--- config.mk ---
export PLATFORM = sky130hd
export DESIGN_NAME = frame_sched_flat
export DESIGN_NICKNAME = d
export VERILOG_FILES = /design/src/rtl/frame_sched_if.sv /design/src/rtl/frame_sched.sv /design/src/flat_wrapper.sv
export SDC_FILE = /design/constraint.sdc
export NUM_CORES = 1
export LEC_CHECK = 0
export CORE_ASPECT_RATIO = 2
export CORE_UTILIZATION = 50
export DETAILED_ROUTE_END_ITERATION = 12
export PLACE_DENSITY = 0.95
export RECOVER_POWER = 25
export SLEW_MARGIN = 20
export SYNTH_ARGS = -nofsm -noshare
export SYNTH_HDL_FRONTEND = slang
export SYNTH_SLANG_ARGS = --single-unit
--- constraint.sdc ---
create_clock -name clk -period 6.8 [get_ports clk]
set_clock_uncertainty 0.1 [all_clocks]
set_input_delay 1.36 -clock clk [delete_from_list [all_inputs] [get_ports clk]]
set_output_delay 1.36 -clock clk [all_outputs]
set_load 0.05 [all_outputs]
--- src/rtl/frame_sched_if.sv ---
// frame_sched_if: bundle between the frame sequencer, the per-object
// updaters and the framebuffer write port.
//   start      per-slot start, one-hot or zero
//   done       per-slot done from the updaters
//   obj_x      slot i x in bits [8i+7:8i]
//   obj_y      slot i y in bits [7i+6:7i]
//   obj_color  slot i colour in bits [3i+2:3i]
//   obj_wren   per-slot plot request
//   vga_*      framebuffer x/y/colour and write strobe
//   busy       sequencer not idle
//   fault      sticky per-slot timeout flags
//   overrun    sticky, a frame tick arrived while busy
// master = sequencer side, slave = updater/framebuffer side.
interface frame_sched_if #(
   parameter int N_OBJ = 4
);
   logic [N_OBJ-1:0]   start;
   logic [N_OBJ-1:0]   done;
   logic [8*N_OBJ-1:0] obj_x;
   logic [7*N_OBJ-1:0] obj_y;
   logic [3*N_OBJ-1:0] obj_color;
   logic [N_OBJ-1:0]   obj_wren;
   logic [7:0]         vga_x;
   logic [6:0]         vga_y;
   logic [2:0]         vga_color;
   logic               vga_plot;
   logic               busy;
   logic [N_OBJ-1:0]   fault;
   logic               overrun;

   modport master (
      output start, vga_x, vga_y, vga_color, vga_plot, busy, fault, overrun,
      input  done, obj_x, obj_y, obj_color, obj_wren
   );

   modport slave (
      input  start, vga_x, vga_y, vga_color, vga_plot, busy, fault, overrun,
      output done, obj_x, obj_y, obj_color, obj_wren
   );
endinterface

--- src/rtl/frame_sched.sv ---
// frame_sched: once per frame, optionally erases every object's previously
// drawn pixel, then runs each object slot through a start/done handshake,
// forwarding the active slot's plot requests to the single framebuffer port.
// Slot timeouts set a sticky fault bit; a frame tick while busy sets overrun.
//
// Ports:
//   clk    system clock, rising edge
//   reset  asynchronous, active-high
//   bus    frame_sched_if.master (handshake, object inputs, vga outputs,
//          busy/fault/overrun status)
//
// Build option: define FRAME_SCHED_ERASE_EN to add the ERASE phase and the
// per-slot last-position registers. Without it IDLE goes straight to START.
//
// state   | meaning
// --------+------------------------------------------------------------
// IDLE    | waiting for the frame tick
// ERASE   | one cycle per slot, re-plot last position in colour 0
// START   | start[idx] asserted, timeout counter loaded
// WAIT    | start[idx] held, plots forwarded, waiting for done[idx]
// RELEASE | start[idx] dropped, waiting for done[idx] to fall
module frame_sched #(
   parameter int N_OBJ     = 4,
   parameter int FRAME_DIV = 833333,
   parameter int TIMEOUT   = 64
) (
   input logic           clk,
   input logic           reset,
   frame_sched_if.master bus
);
   localparam int IDX_W = (N_OBJ > 1) ? $clog2(N_OBJ) : 1;
   localparam int CNT_W = (FRAME_DIV > 1) ? $clog2(FRAME_DIV) : 1;
   localparam int TMR_W = $clog2(TIMEOUT + 1);
   localparam logic [IDX_W-1:0] LAST_IDX = IDX_W'(N_OBJ - 1);
   localparam logic [CNT_W-1:0] CNT_MAX  = CNT_W'(FRAME_DIV - 1);
   localparam logic [TMR_W-1:0] TMR_LOAD = TMR_W'(TIMEOUT);
   localparam logic [TMR_W-1:0] TMR_ONE  = TMR_W'(1);

   typedef enum logic [2:0] {
      S_IDLE    = 3'd0,
      S_ERASE   = 3'd1,
      S_START   = 3'd2,
      S_WAIT    = 3'd3,
      S_RELEASE = 3'd4
   } state_t;

   state_t           state, state_nxt;
   logic [IDX_W-1:0] idx, idx_nxt;
   logic [TMR_W-1:0] tmr, tmr_nxt;
   logic [CNT_W-1:0] frame_cnt;
   logic             tick;
   logic             slot_end;
   logic             timeout;

   logic [N_OBJ-1:0] start;
   logic             plot;
   logic [7:0]       px;
   logic [6:0]       py;
   logic [2:0]       pc;
   logic [7:0]       hold_x;
   logic [6:0]       hold_y;
   logic [2:0]       hold_c;
   logic [N_OBJ-1:0] fault_q;
   logic             overrun_q;

   logic [7:0] ox [N_OBJ];
   logic [6:0] oy [N_OBJ];
   logic [2:0] oc [N_OBJ];

   always_comb begin
      for (int i = 0; i < N_OBJ; i++) begin
         ox[i] = bus.obj_x[8*i +: 8];
         oy[i] = bus.obj_y[7*i +: 7];
         oc[i] = bus.obj_color[3*i +: 3];
      end
   end

   // free-running frame counter, never stalled by the sequencer
   assign tick = (frame_cnt == CNT_MAX);

   always_ff @(posedge clk or posedge reset) begin
      if (reset)     frame_cnt <= '0;
      else if (tick) frame_cnt <= '0;
      else           frame_cnt <= frame_cnt + 1'b1;
   end

   always_ff @(posedge clk or posedge reset) begin
      if (reset) begin
         state <= S_IDLE;
         idx   <= '0;
         tmr   <= '0;
      end else begin
         state <= state_nxt;
         idx   <= idx_nxt;
         tmr   <= tmr_nxt;
      end
   end

   always_comb begin
      state_nxt = state;
      idx_nxt   = idx;
      tmr_nxt   = tmr;
      slot_end  = 1'b0;
      timeout   = 1'b0;
      case (state)
         S_IDLE: begin
            if (tick) begin
               idx_nxt = '0;
`ifdef FRAME_SCHED_ERASE_EN
               state_nxt = S_ERASE;
`else
               state_nxt = S_START;
`endif
            end
         end
         S_ERASE: begin
            if (idx == LAST_IDX) begin
               idx_nxt   = '0;
               state_nxt = S_START;
            end else begin
               idx_nxt = idx + 1'b1;
            end
         end
         S_START: begin
            tmr_nxt   = TMR_LOAD;
            state_nxt = S_WAIT;
         end
         S_WAIT: begin
            // done wins over a timeout landing on the same cycle
            if (bus.done[idx]) begin
               tmr_nxt   = TMR_LOAD;
               state_nxt = S_RELEASE;
            end else if (tmr <= TMR_ONE) begin
               timeout  = 1'b1;
               slot_end = 1'b1;
            end else begin
               tmr_nxt = tmr - 1'b1;
            end
         end
         S_RELEASE: begin
            if (!bus.done[idx]) begin
               slot_end = 1'b1;
            end else if (tmr <= TMR_ONE) begin
               timeout  = 1'b1;
               slot_end = 1'b1;
            end else begin
               tmr_nxt = tmr - 1'b1;
            end
         end
         default: state_nxt = S_IDLE;
      endcase

      if (slot_end) begin
         if (idx == LAST_IDX) begin
            idx_nxt   = '0;
            state_nxt = S_IDLE;
         end else begin
            idx_nxt   = idx + 1'b1;
            state_nxt = S_START;
         end
      end
   end

`ifdef FRAME_SCHED_ERASE_EN
   logic [7:0]       last_x [N_OBJ];
   logic [6:0]       last_y [N_OBJ];
   logic [N_OBJ-1:0] last_valid;

   always_ff @(posedge clk or posedge reset) begin
      if (reset) begin
         last_valid <= '0;
         for (int i = 0; i < N_OBJ; i++) begin
            last_x[i] <= '0;
            last_y[i] <= '0;
         end
      end else if (state == S_ERASE) begin
         last_valid[idx] <= 1'b0;
      end else if (state == S_WAIT && bus.obj_wren[idx]) begin
         last_x[idx]     <= ox[idx];
         last_y[idx]     <= oy[idx];
         last_valid[idx] <= 1'b1;
      end
   end
`endif

   // vga_* fall back to the held values whenever nothing is plotted
   always_comb begin
      start = '0;
      plot  = 1'b0;
      px    = hold_x;
      py    = hold_y;
      pc    = hold_c;
      case (state)
`ifdef FRAME_SCHED_ERASE_EN
         S_ERASE: begin
            if (last_valid[idx]) begin
               plot = 1'b1;
               px   = last_x[idx];
               py   = last_y[idx];
               pc   = '0;
            end
         end
`endif
         S_START: start[idx] = 1'b1;
         S_WAIT: begin
            start[idx] = 1'b1;
            if (bus.obj_wren[idx]) begin
               plot = 1'b1;
               px   = ox[idx];
               py   = oy[idx];
               pc   = oc[idx];
            end
         end
         default: ;
      endcase
   end

   always_ff @(posedge clk or posedge reset) begin
      if (reset) begin
         hold_x    <= '0;
         hold_y    <= '0;
         hold_c    <= '0;
         fault_q   <= '0;
         overrun_q <= 1'b0;
      end else begin
         if (plot) begin
            hold_x <= px;
            hold_y <= py;
            hold_c <= pc;
         end
         if (timeout)
            fault_q[idx] <= 1'b1;
         if (tick && state != S_IDLE)
            overrun_q <= 1'b1;
      end
   end

   assign bus.start     = start;
   assign bus.vga_plot  = plot;
   assign bus.vga_x     = px;
   assign bus.vga_y     = py;
   assign bus.vga_color = pc;
   assign bus.busy      = (state != S_IDLE);
   assign bus.fault     = fault_q;
   assign bus.overrun   = overrun_q;
endmodule

--- src/flat_wrapper.sv ---
// flat-port wrapper written by rule: the top's interface ports become plain ports
module frame_sched_flat 
#(
   parameter int N_OBJ     = 4,
   parameter int FRAME_DIV = 833333,
   parameter int TIMEOUT   = 64
)
  (clk, reset, bus_start, bus_vga_x, bus_vga_y, bus_vga_color, bus_vga_plot, bus_busy, bus_fault, bus_overrun, bus_done, bus_obj_x, bus_obj_y, bus_obj_color, bus_obj_wren);
  frame_sched_if #(.N_OBJ(N_OBJ)) bus_i ();
  input logic clk;
  input logic reset;
  output wire logic [$bits(bus_i.start)-1:0] bus_start;
  output wire logic [$bits(bus_i.vga_x)-1:0] bus_vga_x;
  output wire logic [$bits(bus_i.vga_y)-1:0] bus_vga_y;
  output wire logic [$bits(bus_i.vga_color)-1:0] bus_vga_color;
  output wire logic [$bits(bus_i.vga_plot)-1:0] bus_vga_plot;
  output wire logic [$bits(bus_i.busy)-1:0] bus_busy;
  output wire logic [$bits(bus_i.fault)-1:0] bus_fault;
  output wire logic [$bits(bus_i.overrun)-1:0] bus_overrun;
  input wire logic [$bits(bus_i.done)-1:0] bus_done;
  input wire logic [$bits(bus_i.obj_x)-1:0] bus_obj_x;
  input wire logic [$bits(bus_i.obj_y)-1:0] bus_obj_y;
  input wire logic [$bits(bus_i.obj_color)-1:0] bus_obj_color;
  input wire logic [$bits(bus_i.obj_wren)-1:0] bus_obj_wren;
  assign bus_start = bus_i.start;
  assign bus_vga_x = bus_i.vga_x;
  assign bus_vga_y = bus_i.vga_y;
  assign bus_vga_color = bus_i.vga_color;
  assign bus_vga_plot = bus_i.vga_plot;
  assign bus_busy = bus_i.busy;
  assign bus_fault = bus_i.fault;
  assign bus_overrun = bus_i.overrun;
  assign bus_i.done = bus_done;
  assign bus_i.obj_x = bus_obj_x;
  assign bus_i.obj_y = bus_obj_y;
  assign bus_i.obj_color = bus_obj_color;
  assign bus_i.obj_wren = bus_obj_wren;
  frame_sched #(.N_OBJ(N_OBJ), .FRAME_DIV(FRAME_DIV), .TIMEOUT(TIMEOUT)) u_core (.clk(clk), .reset(reset), .bus(bus_i));
endmodule
==> impl_metrics.xml, run 1 <==
<?xml version="1.0" encoding="UTF-8"?>
<metrics>
  <group name="synthesis">
    <metric name="post_synth.cell_area_avg" unit="um2">12.0</metric>
    <metric name="synth-seq-cells" unit="">55</metric>
    <metric name="post-synth-top-area-cell" unit="">dfrtp_1</metric>
    <metric name="dominant_cell_by_count_in_the_synthesized_netlist" unit="">dfrtp_1</metric>
    <metric name="post_synthesis_cell_area" unit="um2">3290</metric>
    <metric name="number_of_different_library_cells_in_the_post_synthesis_netlist" unit="">54</metric>
    <metric name="synth_flop_cell" unit="">dfrtp_1</metric>
    <metric name="synth-async-reset-ratio" unit="">1.00</metric>
    <metric name="ys_seq_area_frac" unit="">0.419</metric>
    <metric name="synth_commonest_cells" unit="">dfrtp_1, mux2_1, nor2_1, mux4_2, nand2_1</metric>
    <metric name="synth_nets" unit="">365</metric>
    <metric name="yosysTopAreaCellShare" unit="">0.419</metric>
    <metric name="synth_edf_count" unit="">0</metric>
    <metric name="synthTopCellsByArea" unit="">dfrtp_1, mux4_2, mux2_1, nor2_1, xnor2_1</metric>
    <metric name="yosysWarnings" unit="">0</metric>
    <metric name="synthCells" unit="">275</metric>
  </group>
  <group name="worst_setup_path">
    <metric name="timing.reg2reg.worst_path_depth" unit="">7</metric>
    <metric name="crit_path_max_fanout" unit="">36</metric>
    <metric name="setup.worst_path.end_class" unit="">primary output</metric>
    <metric name="crit_required" unit="ns">5.34</metric>
    <metric name="timing.critical_path.arrival" unit="ns">4.12</metric>
    <metric name="r2r_setup_slack" unit="ns">2.85</metric>
    <metric name="critical_path.startpoint_type" unit="">primary input</metric>
    <metric name="timing_worst_setup_path_type" unit="">in -&gt; out</metric>
    <metric name="cpMostUsedCell" unit="">clkdlybuf4s50_1</metric>
    <metric name="worstPathCellList" unit="">clkdlybuf4s50_1 &gt; mux4_2 &gt; nand3_2 &gt; mux2_1 &gt; clkdlybuf4s50_1</metric>
    <metric name="cp_slowest_stage_delay" unit="ns">0.72</metric>
    <metric name="highest_delay_cell_along_the_critical_path" unit="">clkdlybuf4s50_1</metric>
  </group>
  <group name="outcome">
    <metric name="violations_in_the_final_reports" unit="">max-capacitance violations, max-slew violations</metric>
    <metric name="status" unit="">complete, but fails checks</metric>
  </group>
  <group name="die">
    <metric name="rows" unit="">41</metric>
    <metric name="total_die_area" unit="um2">6920</metric>
    <metric name="fp.dieH" unit="um">117</metric>
    <metric name="core" unit="um2">6310</metric>
    <metric name="initial_utilization" unit="">0.521</metric>
    <metric name="fp.dieW" unit="um">59.3</metric>
    <metric name="design.portCount" unit="">111</metric>
  </group>
  <group name="clock_tree">
    <metric name="clkSinkCount" unit="">55</metric>
    <metric name="ctsRootBufferMaster" unit="">clkbuf_16</metric>
    <metric name="ctsHoldBuffers" unit="">0</metric>
    <metric name="postCtsSetupRepairBufs" unit="">0</metric>
    <metric name="clock_latency" unit="ns">0.30</metric>
    <metric name="cts_repair_resize_count" unit="">0</metric>
    <metric name="cts_tree" unit="">done</metric>
    <metric name="cts-htree-levels" unit="">2</metric>
    <metric name="cts_inserted_buffers" unit="">5</metric>
    <metric name="clock_path_buffers" unit="">2</metric>
    <metric name="cts.clk_slew.worst_paths" unit="ns">0.06</metric>
  </group>
  <group name="timing">
    <metric name="achievable-frequency" unit="GHz">0.179</metric>
    <metric name="grt_setup_unrepaired" unit="">no</metric>
    <metric name="final_hold_viol_count" unit="">0</metric>
    <metric name="finalCriticalPeriod" unit="ns">5.58</metric>
    <metric name="number_of_setup_violations_in_the_final_report" unit="">0</metric>
    <metric name="slew_headroom" unit="">-0.710</metric>
    <metric name="timing_worst_slew_pin_value" unit="ns">2.54</metric>
    <metric name="layout_worst_path_cycle_share" unit="">0.821</metric>
    <metric name="setup_tns_final" unit="ns">0</metric>
    <metric name="timing.final.max_slew_violations" unit="">18</metric>
    <metric name="setup_slack" unit="ns">1.22</metric>
  </group>
  <group name="grt">
    <metric name="grt_util_met2" unit="">0.497</metric>
    <metric name="grt_use_met1" unit="">0.291</metric>
    <metric name="grt_max_degree" unit="">37</metric>
    <metric name="grt_total_ovfl" unit="">0</metric>
    <metric name="grt_first_pass_wirelength" unit="um">13900</metric>
    <metric name="gr-max-usage-layer" unit="">met2</metric>
    <metric name="grt.met3_usage" unit="">0.0487</metric>
    <metric name="grt_antenna_before_repair" unit="">0</metric>
    <metric name="grt_pass1_vias" unit="">2904</metric>
    <metric name="grtUsageTotal" unit="">0.270</metric>
  </group>
  <group name="power_and_ir_drop">
    <metric name="p_sw" unit="W">0.000909</metric>
    <metric name="power_density" unit="nW/um2">439</metric>
    <metric name="p_leak" unit="nW">1.99</metric>
    <metric name="irDropWorstVdd" unit="mV">0.233</metric>
    <metric name="seqPwrFrac" unit="">0.247</metric>
    <metric name="pwr-share-comb" unit="">0.609</metric>
    <metric name="sw_frac_of_total" unit="">0.451</metric>
    <metric name="clkPwrFrac" unit="">0.144</metric>
    <metric name="cellInternalPower" unit="W">0.00111</metric>
  </group>
  <group name="route">
    <metric name="routed_wire_length" unit="um">8830</metric>
    <metric name="final_antenna_net_count" unit="">0</metric>
    <metric name="initialDrtViolationCount" unit="">117</metric>
    <metric name="route.detailed.vias_per_inst" unit="">5.71</metric>
    <metric name="wl_per_cell" unit="um">18.8</metric>
    <metric name="drcViolationCount" unit="">0</metric>
    <metric name="drtPass1Iterations" unit="">4</metric>
    <metric name="routed-via-count" unit="">2683</metric>
  </group>
  <group name="hold_path">
    <metric name="min-delay-path-class" unit="">reg -&gt; reg</metric>
    <metric name="number_of_cells_on_the_worst_hold_path" unit="">1</metric>
  </group>
  <group name="final_layout">
    <metric name="finish.net_count" unit="">473</metric>
    <metric name="final.fill_count" unit="">410</metric>
    <metric name="layout_area_overhead" unit="%">39.9</metric>
    <metric name="antenna-diode-count" unit="">0</metric>
    <metric name="post_route_cells_drive_above_1_share" unit="">0.112</metric>
  </group>
  <group name="place">
    <metric name="preCtsSetupSlack" unit="ns">1.21</metric>
    <metric name="place.port_buffers" unit="">110</metric>
    <metric name="gp_weighted_congestion" unit="">0.840</metric>
    <metric name="dpl.hpwl" unit="um">6830</metric>
  </group>
  <group name="run">
    <metric name="max-cap-violations" unit="">1</metric>
  </group>
</metrics>
## cells by family after synthesis
family / count (synthesis) / share of synthesized area
AO/OA/AOI/OAI: 25 / 0.0579
XOR/XNOR: 21 / 0.0560
adder cells (fa/ha/maj): 8 / 0.0305
buffers and inverters: 23 / 0.0327
flip-flops: 55 / 0.419
multiplexers: 55 / 0.257
AND/OR/NAND/NOR: 88 / 0.148
## worst paths after layout
check,startpoint,end
min reg2reg,u_core.bus.overrun,u_core.bus.overrun
max reg2reg,u_core.frame_cnt[0],u_core.idx[1]
max,bus_obj_wren[3],bus_vga_x[3]
min in group asynchronous,reset,u_core.frame_cnt[13]
min,u_core.bus.overrun,u_core.bus.overrun
max in group asynchronous,reset,u_core.tmr[6]
## layout make-up
class                           count  area [um2]  area share
Multi-Input combinational cell    197        1780       0.387
Sequential cell                    55        1380       0.299
Timing Repair Buffer              113        1120       0.244
Clock buffer                        5         125      0.0272
Tap cell                           86         108      0.0234
Clock inverter                      3        43.8     0.00952
Inverter                           11        41.3     0.00898
## placed cells by master (no fill, tap or decap), types with 2 or more instances in the layout
cell type and instances:
buf_4 3, o21ai_0 3, nor2_1 28, dfrtp_1 55, mux2_1 28, clkbuf_16 5, nand4_1 3, nor4_1 3
ha_1 8, and3_1 8, and2_1 5, inv_1 10, xor2_1 9, nand3_1 9, mux4_2 20, a21oi_1 2
xnor2_1 12, clkdlybuf4s50_1 109, nand2b_1 2, nor2b_1 2, nor3_1 3, a32o_1 2, nand2_1 14, mux2_2 6
a21o_1 6
## routing by layer
layer,part of all wire,wire [um],vias to the layer above
met5,0,0,-
met4,0.027,239,0
met3,0.054,481,25
met2,0.56,4950,107
met1,0.36,3160,1336
li1,-,-,1215
## registers in the layout, indices dropped and copies added (netlist names)
| signal | cells |
|---|---|
| u_core.hold_c | 3 |
| u_core.frame_cnt | 20 |
| u_core.bus.overrun | 1 |
| u_core.idx | 2 |
| u_core.hold_y | 7 |
| u_core.hold_x | 8 |
| u_core.tmr | 7 |
| u_core.state | 3 |
| u_core.bus.fault | 4 |
## stage by stage
stage               cell area (um2)  instances  total power (W)  utilization  hold WS, ns
global route                   4600        470          0.00212        0.729        0.389
finish                         4600        470          0.00202        0.729        0.356
floorplan                      3290        275          0.00137            -        0.339
global placement               4450        462          0.00168        0.706        0.339
detailed placement             4450        462          0.00173        0.706        0.344
CTS                            4620        470          0.00203        0.732        0.360
## power by group through the flow
stage / Clock [W] / Sequential (W) / Combinational [W]
after floorplan: 0 / 0.000503 / 0.000866
after global placement: 0 / 0.000495 / 0.00118
after detailed placement: 0 / 0.000503 / 0.00123
after CTS: 0.000296 / 0.000497 / 0.00123
after global routing: 0.000308 / 0.000510 / 0.00130
final: 0.000290 / 0.000499 / 0.00123
## critical path: cells and delay by family
family                 cells  cell delay, ns
buffers and inverters      2            1.18
multiplexers               2            0.85
AND/OR/NAND/NOR            1            0.70
Note: power is estimated with default switching activity, not from simulation.
==> inputs of run 2 (changes only) <==
CORE_UTILIZATION = 42   (was 50)
PLACE_DENSITY = 0.87   (was 0.95)
clock period = 5 ns   (was 6.8 ns; I/O delays follow)
==> impl_metrics.xml, run 2 (same netlist as run 1, synthesis figures left out) <==
<?xml version="1.0" encoding="UTF-8"?>
<metrics>
  <group name="hold_path">
    <metric name="number_of_cells_on_the_worst_hold_path" unit="">1</metric>
    <metric name="min-delay-path-class" unit="">reg -&gt; reg</metric>
  </group>
  <group name="route">
    <metric name="drtPass1Iterations" unit="">4</metric>
    <metric name="drcViolationCount" unit="">0</metric>
    <metric name="initialDrtViolationCount" unit="">113</metric>
    <metric name="routed-via-count" unit="">2582</metric>
    <metric name="routed_wire_length" unit="um">7870</metric>
    <metric name="route.detailed.vias_per_inst" unit="">5.39</metric>
    <metric name="final_antenna_net_count" unit="">0</metric>
    <metric name="wl_per_cell" unit="um">16.4</metric>
  </group>
  <group name="place">
    <metric name="place.detailed.instances" unit="">471</metric>
    <metric name="gp_weighted_congestion" unit="">0.815</metric>
    <metric name="dpl.hpwl" unit="um">6170</metric>
    <metric name="dpl-instance-area" unit="um2">4480</metric>
    <metric name="place.port_buffers" unit="">110</metric>
  </group>
  <group name="clock_tree">
    <metric name="cts.clk_slew.worst_paths" unit="ns">0.06</metric>
    <metric name="ctsRootBufferMaster" unit="">clkbuf_16</metric>
    <metric name="cts_inserted_buffers" unit="">5</metric>
    <metric name="cts-htree-levels" unit="">2</metric>
    <metric name="clock_path_buffers" unit="">2</metric>
    <metric name="ctsHoldBuffers" unit="">0</metric>
    <metric name="cts_repair_resize_count" unit="">0</metric>
    <metric name="clkSinkCount" unit="">55</metric>
    <metric name="postCtsSetupRepairBufs" unit="">0</metric>
    <metric name="clock_latency" unit="ns">0.29</metric>
    <metric name="cts_tree" unit="">done</metric>
  </group>
  <group name="timing">
    <metric name="slew_headroom" unit="">-0.602</metric>
    <metric name="finalCriticalPeriod" unit="ns">4.48</metric>
    <metric name="timing.final.max_slew_violations" unit="">47</metric>
    <metric name="layout_worst_path_cycle_share" unit="">0.896</metric>
    <metric name="number_of_setup_violations_in_the_final_report" unit="">0</metric>
    <metric name="timing_worst_slew_pin_value" unit="ns">2.40</metric>
    <metric name="final_hold_viol_count" unit="">0</metric>
    <metric name="achievable-frequency" unit="GHz">0.223</metric>
    <metric name="setup_tns_final" unit="ns">0</metric>
    <metric name="grt_setup_unrepaired" unit="">no</metric>
  </group>
  <group name="worst_setup_path">
    <metric name="highest_delay_cell_along_the_critical_path" unit="">clkdlybuf4s50_1</metric>
    <metric name="critical_path.endpoint" unit="">bus_vga_x[5]</metric>
    <metric name="timing.critical_path.arrival" unit="ns">3.38</metric>
    <metric name="crit_path_max_fanout" unit="">30</metric>
    <metric name="timing.reg2reg.worst_path_depth" unit="">7</metric>
    <metric name="crit_required" unit="ns">3.90</metric>
    <metric name="setup.worst_path.end_class" unit="">primary output</metric>
    <metric name="crit-reg2reg-capture" unit="">u_core.idx[1]</metric>
    <metric name="worst_setup_path_startpoint" unit="">bus_obj_wren[2]</metric>
    <metric name="cp_slowest_stage_delay" unit="ns">0.71</metric>
    <metric name="worst_flop_to_flop_path_startpoint" unit="">u_core.frame_cnt[0]</metric>
    <metric name="worstPathCellList" unit="">clkdlybuf4s50_1 &gt; mux4_2 &gt; nand3_2 &gt; buf_12 &gt; mux2_1 &gt; clkdlybuf4s50_1</metric>
    <metric name="r2r_setup_slack" unit="ns">2.55</metric>
    <metric name="critical_path.startpoint_type" unit="">primary input</metric>
    <metric name="cpMostUsedCell" unit="">clkdlybuf4s50_1</metric>
    <metric name="timing_worst_setup_path_type" unit="">in -&gt; out</metric>
  </group>
  <group name="run">
    <metric name="max-cap-violations" unit="">1</metric>
  </group>
  <group name="power_and_ir_drop">
    <metric name="cellInternalPower" unit="W">0.00151</metric>
    <metric name="sw_frac_of_total" unit="">0.442</metric>
    <metric name="seqPwrFrac" unit="">0.249</metric>
    <metric name="irDropWorstVdd" unit="mV">0.369</metric>
    <metric name="power_density" unit="nW/um2">584</metric>
    <metric name="clkPwrFrac" unit="">0.144</metric>
    <metric name="report.power.total" unit="W">0.00271</metric>
    <metric name="p_leak" unit="nW">2.00</metric>
    <metric name="pwr-share-comb" unit="">0.608</metric>
    <metric name="p_sw" unit="W">0.00120</metric>
  </group>
  <group name="final_layout">
    <metric name="layout_area_overhead" unit="%">41.2</metric>
    <metric name="final_area" unit="um2">4640</metric>
    <metric name="leading_cell_types_in_the_layout_fill_and_taps_excluded" unit="">clkdlybuf4s50_1, dfrtp_1, nor2_1, mux2_1, mux4_2</metric>
    <metric name="largestRegisters" unit="">u_core.frame_cnt: 20 flops, u_core.hold_x: 8 flops</metric>
    <metric name="largest_reg_by_ff_count" unit="">u_core.frame_cnt</metric>
    <metric name="post_route_cells_drive_above_1_share" unit="">0.114</metric>
    <metric name="finish.net_count" unit="">474</metric>
    <metric name="fin_cells" unit="">479</metric>
    <metric name="antenna-diode-count" unit="">0</metric>
    <metric name="largest_reg_flops" unit="">20</metric>
    <metric name="post-route-util" unit="">0.611</metric>
    <metric name="final.fill_count" unit="">604</metric>
    <metric name="layout.cells.most_common" unit="">clkdlybuf4s50_1</metric>
  </group>
  <group name="grt">
    <metric name="grt_antenna_before_repair" unit="">0</metric>
    <metric name="grt_first_pass_wirelength" unit="um">12700</metric>
    <metric name="grt_total_ovfl" unit="">0</metric>
    <metric name="grt_max_degree" unit="">47</metric>
    <metric name="grt_pass1_vias" unit="">2723</metric>
    <metric name="grtUsageTotal" unit="">0.202</metric>
  </group>
  <group name="die">
    <metric name="fp.dieW" unit="um">64.6</metric>
    <metric name="design.portCount" unit="">111</metric>
    <metric name="rows" unit="">45</metric>
    <metric name="initial_utilization" unit="">0.432</metric>
    <metric name="core" unit="um2">7600</metric>
    <metric name="total_die_area" unit="um2">8210</metric>
    <metric name="fp.dieH" unit="um">127</metric>
  </group>
  <group name="outcome">
    <metric name="status" unit="">complete, but fails checks</metric>
    <metric name="violations_in_the_final_reports" unit="">max-capacitance violations, max-slew violations</metric>
  </group>
</metrics>
## run 2: area by class of cell
cell class                 instances  area [um2]  share of cell area
clock buffer                       5         125              0.0270
tap                               94         118              0.0253
inverter                          11        41.3             0.00890
sequential                        55        1380               0.297
clock inverter                     3        43.8             0.00944
multi-input combinational        197        1800               0.387
timing repair buffer             114        1140               0.246
## run 2: metrics by stage
stage               setup slack [ns]  hold slack (ns)
floorplan                       1.55            0.339
global placement               0.556            0.339
detailed placement             0.523            0.348
CTS                            0.512            0.363
global route                   0.466            0.370
finish                         0.519            0.356
## run 2: worst max-delay path: cells and delay by family
kind / cells / cell delay (ns)
muxes: 2 / 0.82
buffers and inverters: 3 / 1.34
and+or+nand+nor: 1 / 0.19
## run 2: worst min-delay path by stage
stage / startpoint / to
after floorplan: u_core.frame_cnt[19] / u_core.frame_cnt[19]
after global placement: u_core.bus.fault[3] / u_core.bus.fault[3]
after detailed placement: u_core.bus.fault[3] / u_core.bus.fault[3]
after CTS: u_core.bus.fault[3] / u_core.bus.fault[3]
after global routing: u_core.bus.fault[0] / u_core.bus.fault[0]
final: u_core.bus.fault[3] / u_core.bus.fault[3]
## run 2: per-layer routing
| metal | up-vias | share of wire | global-route usage | wire length [um] |
|---|---|---|---|---|
| met5 | - | 0 | 0 | 0 |
| met1 | 1276 | 0.36 | 0.217 | 2850 |
| met2 | 87 | 0.57 | 0.379 | 4480 |
| met3 | 7 | 0.053 | 0.0446 | 414 |
| li1 | 1212 | - | - | - |
| met4 | 0 | 0.016 | 0.0654 | 125 |
## run 2: power by group through the flow
stage          registers, W  clock network, W  logic, W
2_1_floorplan      0.000684                 0   0.00118
5_1_grt            0.000692          0.000420   0.00175
3_5_place_dp       0.000681                 0   0.00166
4_1_cts            0.000673          0.000400   0.00166
3_3_place_gp       0.000673                 0   0.00162
6_report           0.000674          0.000389   0.00165
==> inputs of run 3 (changes only) <==
ABC_CLOCK_PERIOD_IN_PS = 5000   (was not set)
SETUP_SLACK_MARGIN = 0.2   (was not set)
==> results of run 3 <==
Same layout as run 2: the final DEF is identical, and so are final timing and power.
